## src/rtl/iob_cache_be_arbiter_pkg.sv

```systemverilog
// Shared types for the cache back-end arbiter: FSM state encoding and beat-counter sizing.
package iob_cache_be_arbiter_pkg;

    typedef enum logic {
        ARB_IDLE = 1'b0,
        ARB_BUSY = 1'b1
    } arb_state_t;

    // Beat counter must hold 0..max_beats; keep at least one bit when the cap is disabled.
    function automatic int arb_beat_w(input int max_beats);
        return (max_beats < 1) ? 1 : $clog2(max_beats + 1);
    endfunction

endpackage

```

## src/rtl/iob_rr_prio_enc.sv

```systemverilog
// Round-robin priority encoder: first set request strictly after ptr, wrapping around.
module iob_rr_prio_enc
    import iob_cache_be_arbiter_pkg::*;
#(
    parameter int N     = 2,
    parameter int SEL_W = $clog2(N)
) (
    input  logic [N-1:0]     req,
    input  logic [SEL_W-1:0] ptr,
    output logic [SEL_W-1:0] sel,
    output logic             any_req
);

    logic [2*N-1:0] req_twice;
    logic [N-1:0]   req_rot;

    // Rotating the doubled vector puts requester ptr+1 at bit 0.
    assign req_twice = {req, req};
    assign req_rot   = N'(req_twice >> (int'(ptr) + 1));
    assign any_req   = |req;

    always_comb begin
        sel = ptr;
        for (int k = N - 1; k >= 0; k--) begin
            if (req_rot[k]) begin
                sel = SEL_W'((int'(ptr) + 1 + k) % N);
            end
        end
    end

endmodule

```

## src/rtl/iob_cache_be_arbiter.sv

```systemverilog
// Round-robin arbiter sharing one native memory port among N cache back-ends.
// state    | meaning
// ARB_IDLE | no grant; mem_* driven to zero, arbitrating pending requests
// ARB_BUSY | grant_sel owns the memory port until it drops valid or hits the beat cap
module iob_cache_be_arbiter
    import iob_cache_be_arbiter_pkg::*;
#(
    parameter int N_MASTERS = 2,
    parameter int ADDR_W    = 32,
    parameter int DATA_W    = 32,
    parameter int MAX_BEATS = 0,
    parameter int SEL_W     = $clog2(N_MASTERS)
) (
    input  logic                          clk,
    input  logic                          reset,
    input  logic [N_MASTERS-1:0]          m_valid,
    input  logic [N_MASTERS*ADDR_W-1:0]   m_addr,
    input  logic [N_MASTERS*DATA_W-1:0]   m_wdata,
    input  logic [N_MASTERS*DATA_W/8-1:0] m_wstrb,
    output logic [DATA_W-1:0]             m_rdata,
    output logic [N_MASTERS-1:0]          m_ready,
    output logic                          mem_valid,
    output logic [ADDR_W-1:0]             mem_addr,
    output logic [DATA_W-1:0]             mem_wdata,
    output logic [DATA_W/8-1:0]           mem_wstrb,
    input  logic [DATA_W-1:0]             mem_rdata,
    input  logic                          mem_ready,
    output logic                          busy,
    output logic [SEL_W-1:0]              grant_sel
);

    localparam int NBYTES = DATA_W / 8;
    localparam int BEAT_W = arb_beat_w(MAX_BEATS);

    arb_state_t        state;
    logic [SEL_W-1:0]  prio_ptr;
    logic [SEL_W-1:0]  next_sel;
    logic [BEAT_W-1:0] beat_cnt;
    logic              any_req;
    logic              beat_done;
    logic              others_waiting;
    logic              cap_release;

    iob_rr_prio_enc #(
        .N     (N_MASTERS),
        .SEL_W (SEL_W)
    ) u_prio_enc (
        .req     (m_valid),
        .ptr     (prio_ptr),
        .sel     (next_sel),
        .any_req (any_req)
    );

    assign busy    = (state == ARB_BUSY);
    assign m_rdata = mem_rdata;

    always_comb begin
        mem_valid = 1'b0;
        mem_addr  = '0;
        mem_wdata = '0;
        mem_wstrb = '0;
        m_ready   = '0;
        if (busy) begin
            mem_valid          = m_valid[grant_sel];
            mem_addr           = m_addr[int'(grant_sel)*ADDR_W +: ADDR_W];
            mem_wdata          = m_wdata[int'(grant_sel)*DATA_W +: DATA_W];
            mem_wstrb          = m_wstrb[int'(grant_sel)*NBYTES +: NBYTES];
            m_ready[grant_sel] = mem_ready;
        end
    end

    assign beat_done      = mem_valid & mem_ready;
    assign others_waiting = |(m_valid & ~(N_MASTERS'(1) << grant_sel));
    // Forced release only on a completed beat, so a handshake is never split.
    assign cap_release    = (MAX_BEATS != 0) && beat_done && others_waiting &&
                            (int'(beat_cnt) + 1 >= MAX_BEATS);

    always_ff @(posedge clk) begin
        if (reset) begin
            state     <= ARB_IDLE;
            grant_sel <= '0;
            prio_ptr  <= SEL_W'(N_MASTERS - 1);
            beat_cnt  <= '0;
        end else begin
            case (state)
                ARB_IDLE: begin
                    if (any_req) begin
                        grant_sel <= next_sel;
                        beat_cnt  <= '0;
                        state     <= ARB_BUSY;
                    end
                end
                ARB_BUSY: begin
                    if (beat_done && int'(beat_cnt) < MAX_BEATS) begin
                        beat_cnt <= beat_cnt + BEAT_W'(1);
                    end
                    if (!m_valid[grant_sel] || cap_release) begin
                        state    <= ARB_IDLE;
                        prio_ptr <= grant_sel;
                    end
                end
                default: state <= ARB_IDLE;
            endcase
        end
    end

endmodule
```

## config.mk

```make
export PLATFORM = sky130hd
export DESIGN_NAME = iob_cache_be_arbiter
export DESIGN_NICKNAME = d
export VERILOG_FILES = /design/src/rtl/iob_cache_be_arbiter_pkg.sv /design/src/rtl/iob_rr_prio_enc.sv /design/src/rtl/iob_cache_be_arbiter.sv
export SDC_FILE = /design/constraint.sdc
export NUM_CORES = 1
export LEC_CHECK = 0
export CAP_MARGIN = 20
export CELL_PAD_IN_SITES_DETAIL_PLACEMENT = 1
export CELL_PAD_IN_SITES_GLOBAL_PLACEMENT = 1
export CORE_UTILIZATION = 10
export CTS_BUF_LIST = sky130_fd_sc_hd__clkbuf_2 sky130_fd_sc_hd__clkbuf_4 sky130_fd_sc_hd__clkbuf_8
export DETAILED_ROUTE_END_ITERATION = 8
export MAX_ROUTING_LAYER = met4
export PLACE_DENSITY_LB_ADDON = 0.1
export SLEW_MARGIN = 20
export SYNTH_ARGS = -nofsm -noshare
export SYNTH_HDL_FRONTEND = slang
export SYNTH_SLANG_ARGS = --single-unit
```

## constraint.sdc

```tcl
create_clock -name clk -period 0.93 [get_ports clk]
set_input_delay 0.093 -clock clk [delete_from_list [all_inputs] [get_ports clk]]
set_output_delay 0.093 -clock clk [all_outputs]
set_load 0.05 [all_outputs]
```

==> out/metrics.sh, run 1 <==
OUTCOME='complete, but fails checks'
VIOLATIONS='setup timing'
WORST-R2R-CELL-COUNT=4
DRV.MAX_CAP_VIOLATION_COUNT=0
PRE_CTS_SETUP_SLACK_NS=-0.378
FINAL_ANTENNA_NET_COUNT=0
TOTAL_LEAKAGE_POWER_nW=1.86
CRITPATHLAUNCH='grant_sel$_SDFFE_PP0P_'
CRITPATHLAUNCHTYPE='flop'
POST-SYNTH-TOP-AREA-FRACTION_PCT=48.1
FINAL_LAYOUT_SIZE_SUFFIX_GT1_SHARE_PCT=46.7
NETLIST-CELL-TYPE-COUNT=16
SETUP_TOTAL_NEGATIVE_SLACK_NS=-36.61
CTS_H_TREE_DEPTH=1
FIRST_GLOBAL_VIAS=2173
WORST-PATH-MAX-FANOUT=9
SYNTH_FP_NETS=376
DIE_AREA_UM2=14800
NFILLCELLS=1491
FMAX_MHz=681
SETUP_VIOL=76
DRV_SLEW=0
SYNTHMOSTINSTANTIATEDCELL='sky130_fd_sc_hd__nor2_1'
LAYOUT-AREA-OVERHEAD-VS-SYNTH_PCT=271
TRITONCTS='yes'
VIA_COUNT=2166
ANTENNA_FOUND_INITIAL=0
INITIALDRTVIOLATIONCOUNT=25
CTS-ROOT-BUF='sky130_fd_sc_hd__clkbuf_8'
AVGROUTEDWIREPERCELL_UM=15.7
SYNTHESIS.YOSYS.WARNINGS=0
TRITONCTS_BUFFERS=3
NUMPORTBUFFERS=213
ROUTED_WIRE_LENGTH_UM=9070
GP_CONGESTION=0.677
ARRIVAL_TIME_REPORTED_FOR_THE_CRITICAL_PATH_ENDPOINT_NS=1.38
DESIGN.CORE.AREA_UM2=13900
YOSYS-TOP-CELLS-AREA='sky130_fd_sc_hd__mux2i_1, sky130_fd_sc_hd__nor2_1, sky130_fd_sc_hd__buf_4'
CRIT_CHAIN='buf_12, buf_12, mux2i_2, nor2_4, buf_12'
ANTENNADIODECOUNT=0
PLACE_AREA_UM2=4600
DETAILEDROUTE.FIRSTPASSITERATIONCOUNT=2
CTSHOLDBUFFERS=0
R2R_START='grant_sel$_SDFFE_PP0P_'
POWER.IR.VDD_WORST_mV=0.408
LARGEST_NET_DEGREE_AT_THE_START_OF_GLOBAL_ROUTING=30
WORST_SLEW_MARGIN_REL_PCT=84.1
PATH_DEPTH=5
TOTAL_POWER_DIVIDED_BY_CELL_AREA_nW_PER_UM2=787
SYNTH_COMMON_CELLS='sky130_fd_sc_hd__nor2_1, sky130_fd_sc_hd__mux2i_1, sky130_fd_sc_hd__buf_4'
WORST-ENDPOINT-REQUIRED_NS=0.84
CTS.SINK_COUNT=3
TIMING_WORST_SETUP_PATH_TYPE='flop to output port'
GROUTE.USAGE.OVERALL_PCT=10.7
CLKLATENCYLATEPIN_NS=0.22
PATH_CLK_SLEW_NS=0.03
MIN_PERIOD_OVER_PERIOD_PCT=158
POST_SYNTHESIS_AVERAGE_CELL_AREA_UM2=7.08
MAXIMUM_CLOCK_INSERTION_BUFFER_COUNT=2
WORST_R2R_ENDPOINT='busy$_SDFF_PP0_'
TOTAL_CONGESTION_OVERFLOW=0
POSTLAYOUTCELLAREA_UM2=5330
FINAL_CORE_UTILIZATION_PCT=38.2
MAPPEDNETLISTAREA_UM2=1440
PIN_COUNT=278
DIE_H_UM=122
CRITICAL_PATH.SLOWEST_CELL='sky130_fd_sc_hd__dfxtp_4'
YOSYSTOPAREACELL='sky130_fd_sc_hd__mux2i_1'
VIAS_PER_CELL=3.75
FINALWORSTSETUPSLACK_NS=-0.539
YS_DOMINANT_REG_CELL='sky130_fd_sc_hd__dfxtp_1'
PATH_BUF_INV=3
WIRE_LENGTH_OF_THE_FIRST_GLOBAL_ROUTING_PASS_UM=12100
SYNTH-EDFF-COUNT=0
ENDPOINT_CLASS_OF_THE_CRITICAL_PATH='output port'
HPWLAFTERDP_UM=7040
TIGHTEST_SLEW_NS=0.239
TIMING.CRITICAL_PATH.TO='mem_wstrb[3]'
LARGEST_INCREMENTAL_DELAY_ON_THE_CRITICAL_PATH_NS=0.37
ROW_COUNT=43
HOLD_SLACK_NS=0.186
WORST_PATH_DOMINANT_CELL_FAMILY='buffers and inverters'
POSTSYNTH.ASYNCRESETSHARE_PCT=0
SYN-INSTANCE-COUNT=203
INITIAL_CELL_DENSITY_OF_THE_CORE_PCT=10.3
SYNTH_SEQ_AREA_SHARE_PCT=4.18
SKEW_NS=0.000554
CPMOSTUSEDCELL='sky130_fd_sc_hd__buf_12'
HOLD_VIOL=0
POST-ROUTE-MIN-PERIOD_NS=1.47
HOLDCRITPATHCLASS='input pin to output port'
DIE_X_UM=122
RRSETUPSLACK_NS=-0.23
UNREPAIRED_SETUP_ENDPOINTS_AFTER_GLOBAL_ROUTING='yes'
DETAIL_ROUTE.DRC_VIOLATIONS=0
SYNTH-SEQ-CELLS=3
FINAL_NETS=572
## worst min path at each step
stage | slack (ns) | to | depth (start not counted) | from
global route | 0.19 | m_rdata[17] | 0 | mem_rdata[17]
detailed placement | 0.19 | m_rdata[11] | 0 | mem_rdata[11]
global placement | 0.19 | m_rdata[11] | 0 | mem_rdata[11]
finish | 0.19 | m_rdata[6] | 0 | mem_rdata[6]
CTS | 0.19 | m_rdata[11] | 0 | mem_rdata[11]
floorplan | 0.15 | busy$_SDFF_PP0_ | 1 | reset
## per-layer routing
metal  up-vias  track usage [%]  routed length [um]
met4         0             1.54                  39
met2       104             21.3                5230
met3         6             1.78                 647
met5         -                -                   0
met1      1016             11.1                3150
li1       1040                -                   -
## state kept, by name, indices dropped and copies added, names as in the netlist
signal	flops
busy	1
grant_sel	1
prio_ptr	1
## what timing repair did
action                                  CTS  global route
buffers inserted                          0             4
pin swaps                                 0            10
endpoints found under the setup margin   76            76
resized for setup                        33            56
gates cloned                              0             7
## cells in the final DEF (no fill, tap or decap), drive strengths merged
master and n:
o21ai 2, clkdlybuf4s50 140, nand2 3, clkbuf 11
nor2 71, buf 91, inv 2, o211ai 1
nand3 1, a21oi 2, dfxtp 3, a211oi 1
mux2i 69, and3 1
## per-stage QoR
stage	total power, mW	std cells
after floorplan	1.95	203
after global placement	3.31	563
after detailed placement	3.33	563
after CTS	3.88	567
after global routing	4.36	578
final	4.19	578
## area by class of cell
cell class,count,area [um^2],area share [%]
Clock buffer,4,48.8,0.916
Sequential cell,3,67.6,1.27
Timing Repair Buffer,238,3310,62.2
Tap cell,180,225,4.23
Multi-Input combinational cell,151,1660,31.1
Inverter,2,12.5,0.235
## power by group
part	internal (mW)	switching [mW]
Combinational	1.96	1.67
Clock	0.322	0.0906
Sequential	0.139	0.0152
Total	2.42	1.77
## cells by family (layout without fill, tap and decap cells)
family / after synthesis / in the layout / synth area share, %
and+or+nand+nor: 76 / 76 / 20.1
DFF: 3 / 3 / 4.18
muxes: 69 / 69 / 48.1
AOI/OAI and AO/OA: 6 / 6 / 2.79
buffers and inverters: 49 / 244 / 24.8
Power figures use the tool's default switching activity.
==> run 2: changes to the inputs <==
CORE_MARGIN = 10   (was not set)
CORE_UTILIZATION = 11   (was 10)
clock period = 1.62 ns   (was 0.93 ns; I/O delays follow)
==> out/metrics.sh, run 2 (synthesis results as in run 1) <==
DRV_SLEW=0
TIMING_WORST_SETUP_PATH_TYPE='flop to output port'
DIE_AREA_UM2=18000
LARGEST_NET_DEGREE_AT_THE_START_OF_GLOBAL_ROUTING=38
GROUTE.USAGE.OVERALL_PCT=10.1
CTS_H_TREE_DEPTH=1
MOST-COMMON-LAYOUT-CELLS='sky130_fd_sc_hd__clkdlybuf4s50_1, sky130_fd_sc_hd__buf_12, sky130_fd_sc_hd__mux2i_1'
HOLD_SLACK_NS=0.324
NFILLCELLS=1436
POSTLAYOUTCELLAREA_UM2=4460
CTS-ROOT-BUF='sky130_fd_sc_hd__clkbuf_8'
INITIALDRTVIOLATIONCOUNT=25
CLKLATENCYLATEPIN_NS=0.21
HOLDCRITPATHCLASS='input pin to output port'
MAXIMUM_CLOCK_INSERTION_BUFFER_COUNT=2
TRITONCTS='yes'
UNREPAIRED_SETUP_ENDPOINTS_AFTER_GLOBAL_ROUTING='yes'
NUMPORTBUFFERS=213
HPWLAFTERDP_UM=8740
DETAILEDROUTE.FIRSTPASSITERATIONCOUNT=4
DETAIL_ROUTE.DRC_VIOLATIONS=0
FINAL_ANTENNA_NET_COUNT=0
ROW_COUNT=41
DIE_X_UM=134
WORST_SLEW_MARGIN_REL_PCT=75.2
TIGHTEST_SLEW_NS=0.371
VIA_COUNT=2083
TOTAL_POWER_DIVIDED_BY_CELL_AREA_nW_PER_UM2=459
ANTENNADIODECOUNT=0
CRIT_CHAIN='buf_4, mux2i_1, nor2_4, buf_12'
DRV.MAX_CAP_VIOLATION_COUNT=0
LARGEST_INCREMENTAL_DELAY_ON_THE_CRITICAL_PATH_NS=0.39
POST-ROUTE-MIN-PERIOD_NS=1.54
PIN_COUNT=278
ANTENNA_FOUND_INITIAL=0
TRITONCTS_BUFFERS=3
TOTAL_CONGESTION_OVERFLOW=0
FMAX_MHz=648
ROUTED_WIRE_LENGTH_UM=9670
DIE_H_UM=134
OUTCOME='complete, no violations'
CRITICAL_PATH.SLOWEST_CELL='sky130_fd_sc_hd__dfxtp_4'
GP_CONGESTION=0.677
FIRST_GLOBAL_VIAS=2335
FIN_TOTAL_PWR_mW=2.05
LAYOUT-AREA-OVERHEAD-VS-SYNTH_PCT=210
VIAS_PER_CELL=3.77
POWER.IR.VDD_WORST_mV=0.185
HOLD_VIOL=0
PATH_CLK_SLEW_NS=0.03
FINAL_NETS=554
SETUP_VIOL=0
WORST-PATH-MAX-FANOUT=12
AVGROUTEDWIREPERCELL_UM=17.5
MOSTFREQUENTLAYOUTCELL='sky130_fd_sc_hd__clkdlybuf4s50_1'
INITIAL_CELL_DENSITY_OF_THE_CORE_PCT=11.3
CRITPATHLAUNCHTYPE='flop'
SKEW_NS=0.000481
WORST-ENDPOINT-REQUIRED_NS=1.46
DESIGN.CORE.AREA_UM2=12700
ARRIVAL_TIME_REPORTED_FOR_THE_CRITICAL_PATH_ENDPOINT_NS=1.38
MIN_PERIOD_OVER_PERIOD_PCT=95.3
CTS.SINK_COUNT=3
TOTAL_LEAKAGE_POWER_nW=1.60
PLACE_AREA_UM2=4400
ENDPOINT_CLASS_OF_THE_CRITICAL_PATH='output port'
FINAL_LAYOUT_SIZE_SUFFIX_GT1_SHARE_PCT=40.8
POST_CTS_BUFFERS=0
WIRE_LENGTH_OF_THE_FIRST_GLOBAL_ROUTING_PASS_UM=14000
-- run 2: final cells by class --
cell class              count  area [um^2]  share of cell area [%]
repair buffers            220         2930                    65.7
inverters                   2         8.76                   0.196
clock buffers               4         48.8                    1.09
flip-flops and latches      3         65.1                    1.46
well taps                 172          215                    4.83
multi-input cells         151         1190                    26.8
-- run 2: where the power goes --
part	internal, mW	switching [mW]
registers	0.0802	0.00991
clock network	0.184	0.0454
logic	0.899	0.829
-- run 2: what timing repair did --
item,CTS,global route
endpoints found under the setup margin,0,3
hold buffers,0,0
gates resized for setup,0,2
-- run 2: final timing paths --
path	start	slack, ns	cells past startpoint	end
max	grant_sel$_SDFFE_PP0P_	0.08	4	mem_addr[10]
min	mem_rdata[0]	0.32	0	m_rdata[0]
max reg2reg	grant_sel$_SDFFE_PP0P_	0.47	3	busy$_SDFF_PP0_
min reg2reg	busy$_SDFF_PP0_	0.53	1	busy$_SDFF_PP0_
-- run 2: per-stage QoR --
step	util (%)	setup TNS, ns	std cells	setup slack, ns
finish	35.1	0	552	0.0758
CTS	35.0	0	552	0.0502
global route	35.1	-0.00522	552	-0.00522
detailed placement	34.6	0	548	0.278
floorplan	-	-0.701	203	-0.175
global placement	34.6	0	548	0.288
-- run 2: per-layer routing --
| layer | vias to the layer above | track usage, % | wire (um) |
|---|---|---|---|
| li1 | 998 | - | - |
| met1 | 942 | 10.2 | 3520 |
| met2 | 133 | 18.4 | 5060 |
| met3 | 10 | 4.33 | 1030 |
| met4 | 0 | 1.33 | 59 |
| met5 | - | - | 0 |
-- run 2: worst max-delay path: cells and delay by family (launching register included) --
family	cells	cell delay, ns
DFF	1	0.39
buffers and inverters	2	0.39
muxes	1	0.32
and+or+nand+nor	1	0.06
